<file path="src/rtl/t05_bus_arbiter.sv">
// t05_bus_arbiter: two-port round-robin arbiter feeding a single bus manager
//   clk, nRST                  clock, asynchronous active-low reset
//   m0_*/m1_* (in)             read/write strobes, address, write data, byte select
//   m0_*/m1_* (out)            ack/err completion pulses and read data
//   busy_o, cpu_dat_o (in)     bus manager busy flag and read data
//   read_i, write_i, adr_i,
//   cpu_dat_i, sel_i (out)     registered bus request towards the manager
//   gnt (out)                  port owning the current or last transaction
module t05_bus_arbiter #(
   parameter int unsigned TIMEOUT = 255
) (
   input  logic        clk,
   input  logic        nRST,
   input  logic        m0_read,
   input  logic        m0_write,
   input  logic [31:0] m0_adr,
   input  logic [31:0] m0_wdat,
   input  logic [3:0]  m0_sel,
   output logic        m0_ack,
   output logic        m0_err,
   output logic [31:0] m0_rdat,
   input  logic        m1_read,
   input  logic        m1_write,
   input  logic [31:0] m1_adr,
   input  logic [31:0] m1_wdat,
   input  logic [3:0]  m1_sel,
   output logic        m1_ack,
   output logic        m1_err,
   output logic [31:0] m1_rdat,
   input  logic        busy_o,
   input  logic [31:0] cpu_dat_o,
   output logic        read_i,
   output logic        write_i,
   output logic [31:0] adr_i,
   output logic [31:0] cpu_dat_i,
   output logic [3:0]  sel_i,
   output logic        gnt
);
   typedef enum logic [1:0] {IDLE, ISSUE, WAIT, RESP} state_t;
   state_t      r_state, w_state;
   logic [7:0]  r_cnt, w_cnt;
   logic        r_last, w_last, r_gnt, w_gnt;
   logic        r_rd, w_rd, r_wr, w_wr, r_err, w_err, w_clr;
   logic [31:0] r_adr, w_adr, r_wdat, w_wdat, r_data, w_data;
   logic [3:0]  r_sel, w_sel;
   logic        w_req0, w_req1, w_pick, w_prd, w_pwr, w_timeout;
   assign w_req0    = m0_read | m0_write;
   assign w_req1    = m1_read | m1_write;
   // on contention the port that did not own the last transaction wins
   assign w_pick    = (w_req0 & w_req1) ? ~r_last : w_req1;
   assign w_prd     = w_pick ? m1_read : m0_read;
   assign w_pwr     = w_pick ? m1_write : m0_write;
   // the count including this busy cycle would reach the limit
   assign w_timeout = ({1'b0, r_cnt} + 9'd1) == 9'(TIMEOUT);
   always_comb begin
      w_state = r_state;
      w_cnt   = r_cnt;
      w_last  = r_last;
      w_gnt   = r_gnt;
      w_rd    = r_rd;
      w_wr    = r_wr;
      w_adr   = r_adr;
      w_wdat  = r_wdat;
      w_sel   = r_sel;
      w_data  = r_data;
      w_err   = 1'b0;
      w_clr   = 1'b0;
      case (r_state)
         IDLE: if (w_req0 | w_req1) begin
            w_state = ISSUE;
            w_gnt   = w_pick;
            w_last  = w_pick;
            w_rd    = w_prd;
            w_wr    = w_pwr & ~w_prd;
            w_adr   = w_pick ? m1_adr : m0_adr;
            w_wdat  = w_prd ? '0 : (w_pick ? m1_wdat : m0_wdat);
            w_sel   = w_pick ? m1_sel : m0_sel;
         end
         ISSUE: begin
            w_state = WAIT;
            w_cnt   = '0;
         end
         WAIT: if (!busy_o) begin
            w_state = RESP;
            w_data  = r_rd ? cpu_dat_o : '0;
            w_clr   = 1'b1;
         end else if (w_timeout) begin
            w_state = IDLE;
            w_err   = 1'b1;
            w_clr   = 1'b1;
         end else begin
            w_cnt   = r_cnt + 8'd1;
         end
         default: w_state = IDLE;
      endcase
      if (w_clr) begin
         w_rd   = 1'b0;
         w_wr   = 1'b0;
         w_adr  = '0;
         w_wdat = '0;
         w_sel  = '0;
      end
   end
   always_ff @(posedge clk or negedge nRST)
      if (!nRST) begin
         r_state <= IDLE;
         r_cnt   <= '0;
         r_last  <= 1'b1;
         r_gnt   <= 1'b0;
         r_rd    <= 1'b0;
         r_wr    <= 1'b0;
         r_adr   <= '0;
         r_wdat  <= '0;
         r_sel   <= '0;
         r_data  <= '0;
         r_err   <= 1'b0;
      end else begin
         r_state <= w_state;
         r_cnt   <= w_cnt;
         r_last  <= w_last;
         r_gnt   <= w_gnt;
         r_rd    <= w_rd;
         r_wr    <= w_wr;
         r_adr   <= w_adr;
         r_wdat  <= w_wdat;
         r_sel   <= w_sel;
         r_data  <= w_data;
         r_err   <= w_err;
      end
   // completion pulses and read data only ever reach the granted port
   assign m0_ack    = (r_state == RESP) & ~r_gnt;
   assign m1_ack    = (r_state == RESP) & r_gnt;
   assign m0_err    = r_err & ~r_gnt;
   assign m1_err    = r_err & r_gnt;
   assign m0_rdat   = m0_ack ? r_data : '0;
   assign m1_rdat   = m1_ack ? r_data : '0;
   assign read_i    = r_rd;
   assign write_i   = r_wr;
   assign adr_i     = r_adr;
   assign cpu_dat_i = r_wdat;
   assign sel_i     = r_sel;
   assign gnt       = r_gnt;
endmodule

</file>
<file path="config.mk">
export PLATFORM = sky130hd
export DESIGN_NAME = t05_bus_arbiter
export DESIGN_NICKNAME = d
export VERILOG_FILES = /design/src/rtl/t05_bus_arbiter.sv
export SDC_FILE = /design/constraint.sdc
export NUM_CORES = 1
export LEC_CHECK = 0
export BUFFER_PORTS_ARGS = -buffer_cell sky130_fd_sc_hd__clkbuf_2
export CELL_PAD_IN_SITES_DETAIL_PLACEMENT = 0
export CELL_PAD_IN_SITES_GLOBAL_PLACEMENT = 1
export CORE_MARGIN = 2
export CORE_UTILIZATION = 30
export DETAILED_ROUTE_END_ITERATION = 12
export PLACE_DENSITY_LB_ADDON = 0.1
export SLEW_MARGIN = 20
export SYNTH_ARGS = -nofsm -noshare
export SYNTH_HDL_FRONTEND = slang
export SYNTH_SLANG_ARGS = --single-unit
</file>
<file path="constraint.sdc">
create_clock -name clk -period 3.6 [get_ports clk]
set_input_delay 0.72 -clock clk [delete_from_list [all_inputs] [get_ports clk]]
set_output_delay 0.72 -clock clk [all_outputs]
set_load 0.02 [all_outputs]
</file>
== Word-level counts from Yosys, hierarchy flattened ==
Cells that the tools add are included.
Storage, ports and cells
  bits in registers: 115
Cells by class
  add/subtract/negate cells: 2
  equal/unequal tests: 8
  mux-type cells: 37
  bitwise operators: 13
  reductions and logical operators: 9
Operators with widths (count)
  $mux W32: 12
  $mux W4: 4
  $mux W8: 2
  $pmux W8 S2: 1
  $mux W1: 14
  $add A8 B1 Y9 const B: 1
  $eq A9 B8 Y1 const B: 1
  $add A8 B1 Y8 const B: 1
  $reduce_and A2 Y1: 4
  $and A1 B1 Y1: 6
  $mux W2: 3
  $ne A2 B2 Y1 const B: 3
  $pmux W2 S3: 1
  $reduce_bool A2 Y1: 3
  $eq A2 B2 Y1 const B: 2
  $not A1 Y1: 4
  $ne A3 B3 Y1 const B: 1
  $or A1 B1 Y1: 3
  $reduce_and A3 Y1: 1
  $eq A2 B1 Y1 const B: 1
  $logic_not A2 Y1: 1

== Logic depth before layout (Yosys ltp) ==
  depth after elaboration: 9
  gate-level depth with buffers: 8
  gate-level depth less buffers: 5

== Least setup slack after synthesis ==
OpenSTA, ideal clock, no wires.
  path type: flip-flop to output port
  start: register r_state[0]
  end: output m0_rdat[22]
  arrival: 1.456 ns
  data required time: 2.880 ns
  slack: 1.424 ns
  cell stages (with the launch flop): 6
  cell sequence: dfrtp_1 clkbuf_1 nand2_1 nor2_1 clkbuf_1 and2_1
On the way
  word-level cells in the longest chain between the ends: 3
Ends and longest elaborated chain
  start, declared: line 40  | state_t r_state, w_state;
  start signal, assigned: line 118  | r_state <= w_state;
  $eq A2 B2 Y1: line 131  | assign m0_ack = (r_state == RESP) & ~r_gnt;
  $and A1 B1 Y1: line 131
  named net m0_ack: line 19  | output logic m0_ack,
  $mux W32: line 135  | assign m0_rdat = m0_ack ? r_data : '0;
  end, declared: line 21  | output logic [31:0] m0_rdat,
The timed path passes the listed nets, and every way through them passes these cells.

== Worst setup path after layout ==
  start: register r_state[1]
  end: output m1_rdat[24]
On the way
  word-level cells in the longest chain between the ends: 3
Ends and longest elaborated chain
  $eq A2 B2 Y1: line 132  | assign m1_ack = (r_state == RESP) & r_gnt;
  $and A1 B1 Y1: line 132
  $mux W32: line 136  | assign m1_rdat = m1_ack ? r_data : '0;
  end, declared: line 29  | output logic [31:0] m1_rdat,
No other way between the ends.

==> metrics.md <==
| Metric | Value |
|---|---|
| CTS buffer count | 17 |
| Final RePlAce weighted congestion | 0.747 |
| CTS resizes | 0 |
| Sequential area share after synthesis | 45.9% |
| Routed Antenna Nets | 0 |
| Vias post-DR | 5861 |
| First-pass GRT wire length | 30.8 mm |
| Asr flop ratio synth | 100% |
| Fmax | 344 MHz |
| Top-count cell post-synth | dfrtp_1 |
| Ys flop type | dfrtp_1 |
| Largest delay share family, worst path | simple AND/OR/NAND/NOR gates |
| Clock buffer depth | 2 |
| Number of global-route vias before repair | 5716 |
| Critical path, cell by cell | and3_1, and2_1, clkbuf_2 |
| Full die area | 22100 µm² |
| Post-Synth Adder-Cell Area | 0.399% |
| CTS tree | built |
| Compound-Gate Fraction of Synth Area | 19.8% |
| Area growth from synthesis to layout | 37.5% |
| Post-synthesis mux area share | 6.70% |
| CP Data Required Time | 2880 ps |
| Wirelength per Cell | 15.8 µm |
| CP Class | reg -> out |
| Critical path arrival | 2180 ps |
| Final Hold Violating Endpoints | 0 |
| R2R Setup Slk | 1090 ps |
| Simple-Gate Fraction of Synth Area | 21.3% |
| Slowest cell on the critical path | and3_1 |
| Starting density of the core | 30.8% |
| Peak supply drop | 0.000334 V |
| EDFF count, synth | 0 |
| # fillers | 2085 |
| Critical Path Max Stage Delay | 820 ps |
| CP Max Fanout | 33 |
| Chip Width | 149 µm |
| Ports | 314 |
| Port Buffers | 313 |
| Residual DRC | 0 |
| Clk_lat worst skew | 420 ps |
| R2r startpoint | r_state[1]$_DFFE_PN0P_ |
| Worst hold-check path type | in -> async |
| Die Height | 149 µm |
| Syn_area_per_cell | 9.19 µm² |
| Bufs and invs on worst path | 1 |
| Commonest cells post-synth | 114 x dfrtp_1, 108 x nand2_1, 67 x and2_1, 46 x clkbuf_1, 42 x mux2i_1 |
| Endpoint kind of the worst setup timing path | output pin |
| Cts hold-fix bufs | 0 |
| Max-cap violations | 0 |
| Initial antenna violation count | 0 |
| Number of distinct library cells after synthesis | 38 |
| Skew final | 8.95 ps |
| Root Driver | clkbuf_16 |
| CTS clk-pin slew, worst paths | 60 ps |
| Dpl hpwl | 13.9 mm |
| Post-Synth XOR/XNOR Area | 0.558% |
| Largest net degree at the start of global routing | 101 |
| Routed WL | 19.6 mm |
| Slew Limit Headroom | 31.3% |
| Reg-to-reg endpoint | cpu_dat_i[14]$_DFFE_PN0P_ |
| Final Max Slew Viols | 0 |
| # Post-CTS Setup Buffers | 0 |
| Largest area contributor in the netlist | dfrtp_1 |
| Largest family of logic cells by synthesized area | simple AND/OR/NAND/NOR gates |
| RSZ-0062 raised after global routing | false |
| Status | complete, no violations |
| Synthesized instance count | 683 |
| Total power | 7020 µW |
| Core Area | 20400 µm² |
| FF-to-FF path depth | 5 |
| Worst setup SP type | flip-flop |
| Pre-antenna DRT Iters | 4 |
| Final worst-path cycle share | 80.6% |
| Fin crit period | 2900 ps |
| GRT Util Overall | 17.8% |
| Fin Setup TNS | 0 ps |
| P_leak | 0.00442 µW |
| Slew @ Worst Pin | 1030 ps |
| Mapped cell area | 6280 µm² |
| Grt ovf | 0 |
| Iteration-0 DRC count of the detailed router | 166 |
| Ratio of cells with drive above 1 in the final layout | 38.3% |
| Ys Warns | 0 |
| Pwr dens | 813 nW/µm² |
| Synth area leaders | dfrtp_1 45%, mux2i_1 6.7%, and2_1 6.7% |
| Final setup violation count | 0 |
| Sink Count | 115 |
| Syn_nets | 860 |
| Top-area cell type share of the netlist area | 45.4% |
| Row count | 52 |
| Vias per cell | 4.70 |
| Final-stage net count | 1140 |
| Register bit count reported by yosys | 115 |
| H-Tree Depth | 4 |
[cell type report]
class / count / area [µm²] / share of cell area (%)
Tap cell: 270 / 338 / 3.91
Clock buffer: 19 / 443 / 5.13
Clock inverter: 12 / 158 / 1.83
Sequential cell: 115 / 2880 / 33.3
Inverter: 1 / 3.75 / 0.0435
Timing Repair Buffer: 329 / 1710 / 19.9
Antenna cell: 1 / 2.50 / 0.0290
Multi-Input combinational cell: 499 / 3100 / 35.9
[worst max-delay path by stage]
stage | startpoint | end | cells after the start | slack [ps]
detailed placement | m1_read | cpu_dat_i[14]$_DFFE_PN0P_ | 6 | 980
CTS | r_state[1]$_DFFE_PN0P_ | m1_rdat[24] | 3 | 590
global placement | m1_read | cpu_dat_i[13]$_DFFE_PN0P_ | 6 | 1010
floorplan | r_state[0]$_DFFE_PN0P_ | m0_rdat[22] | 5 | 1420
finish | r_state[1]$_DFFE_PN0P_ | m1_rdat[24] | 3 | 700
global route | r_state[1]$_DFFE_PN0P_ | m1_rdat[24] | 3 | 480
[cells in the final DEF (no fill, tap or decap), drive strengths merged, types with 3 or more instances in the layout]
cell type,count
buf,17
nand3,3
clkbuf,331
and3,33
a211oi,36
nor2,41
and2,67
mux2i,42
o21ai,39
clkinv,5
nand2b,4
o221ai,32
a21oi,34
clkinvlp,3
bufinv,3
a21boi,32
nand4,4
nand2,108
dfrtp,114
xor2,4
[logic make-up after synthesis]
family,after synthesis
flops,115
buf+inv,69
simple gates,272
xor+xnor,4
fa+ha+maj,2
compound gates,179
mux,42
[power by group]
| part | leakage (µW) | internal [µW] | switching (µW) |
|---|---|---|---|
| registers | 0.00148 | 1870 | 352 |
| logic | 0.00265 | 1050 | 2010 |
| clock network | 0.000285 | 1100 | 623 |
[registers in the layout (all words and copies together) (netlist names)]
name / count
adr_i: 32
cpu_dat_i: 32
r_data: 32
r_cnt: 8
sel_i: 4
r_state: 2
gnt: 1
r_err: 1
r_last: 1
read_i: 1
write_i: 1
[through the flow]
step           setup WS (ps)  hold WS [ps]  util [%]  instance area [µm²]  cells
5_1_grt                  478           359      42.4                 8630   1245
4_1_cts                  585           340      42.4                 8630   1245
3_5_place_dp             980           480      39.4                 8030   1214
6_report                 697           316      42.4                 8630   1246
3_3_place_gp            1010           469      39.4                 8030   1214
2_1_floorplan           1420           424         -                 6280    683
[layer usage]
layer  vias to the layer above  wire length [µm]  GRT usage (%)
met5                         -                 0              0
met4                         0               344           6.24
met3                        17              1550           5.58
met2                       191              9300           29.1
met1                      2689              8440           22.2
li1                       2964                 -              -
No activity file was read; power rests on OpenSTA's default activity.
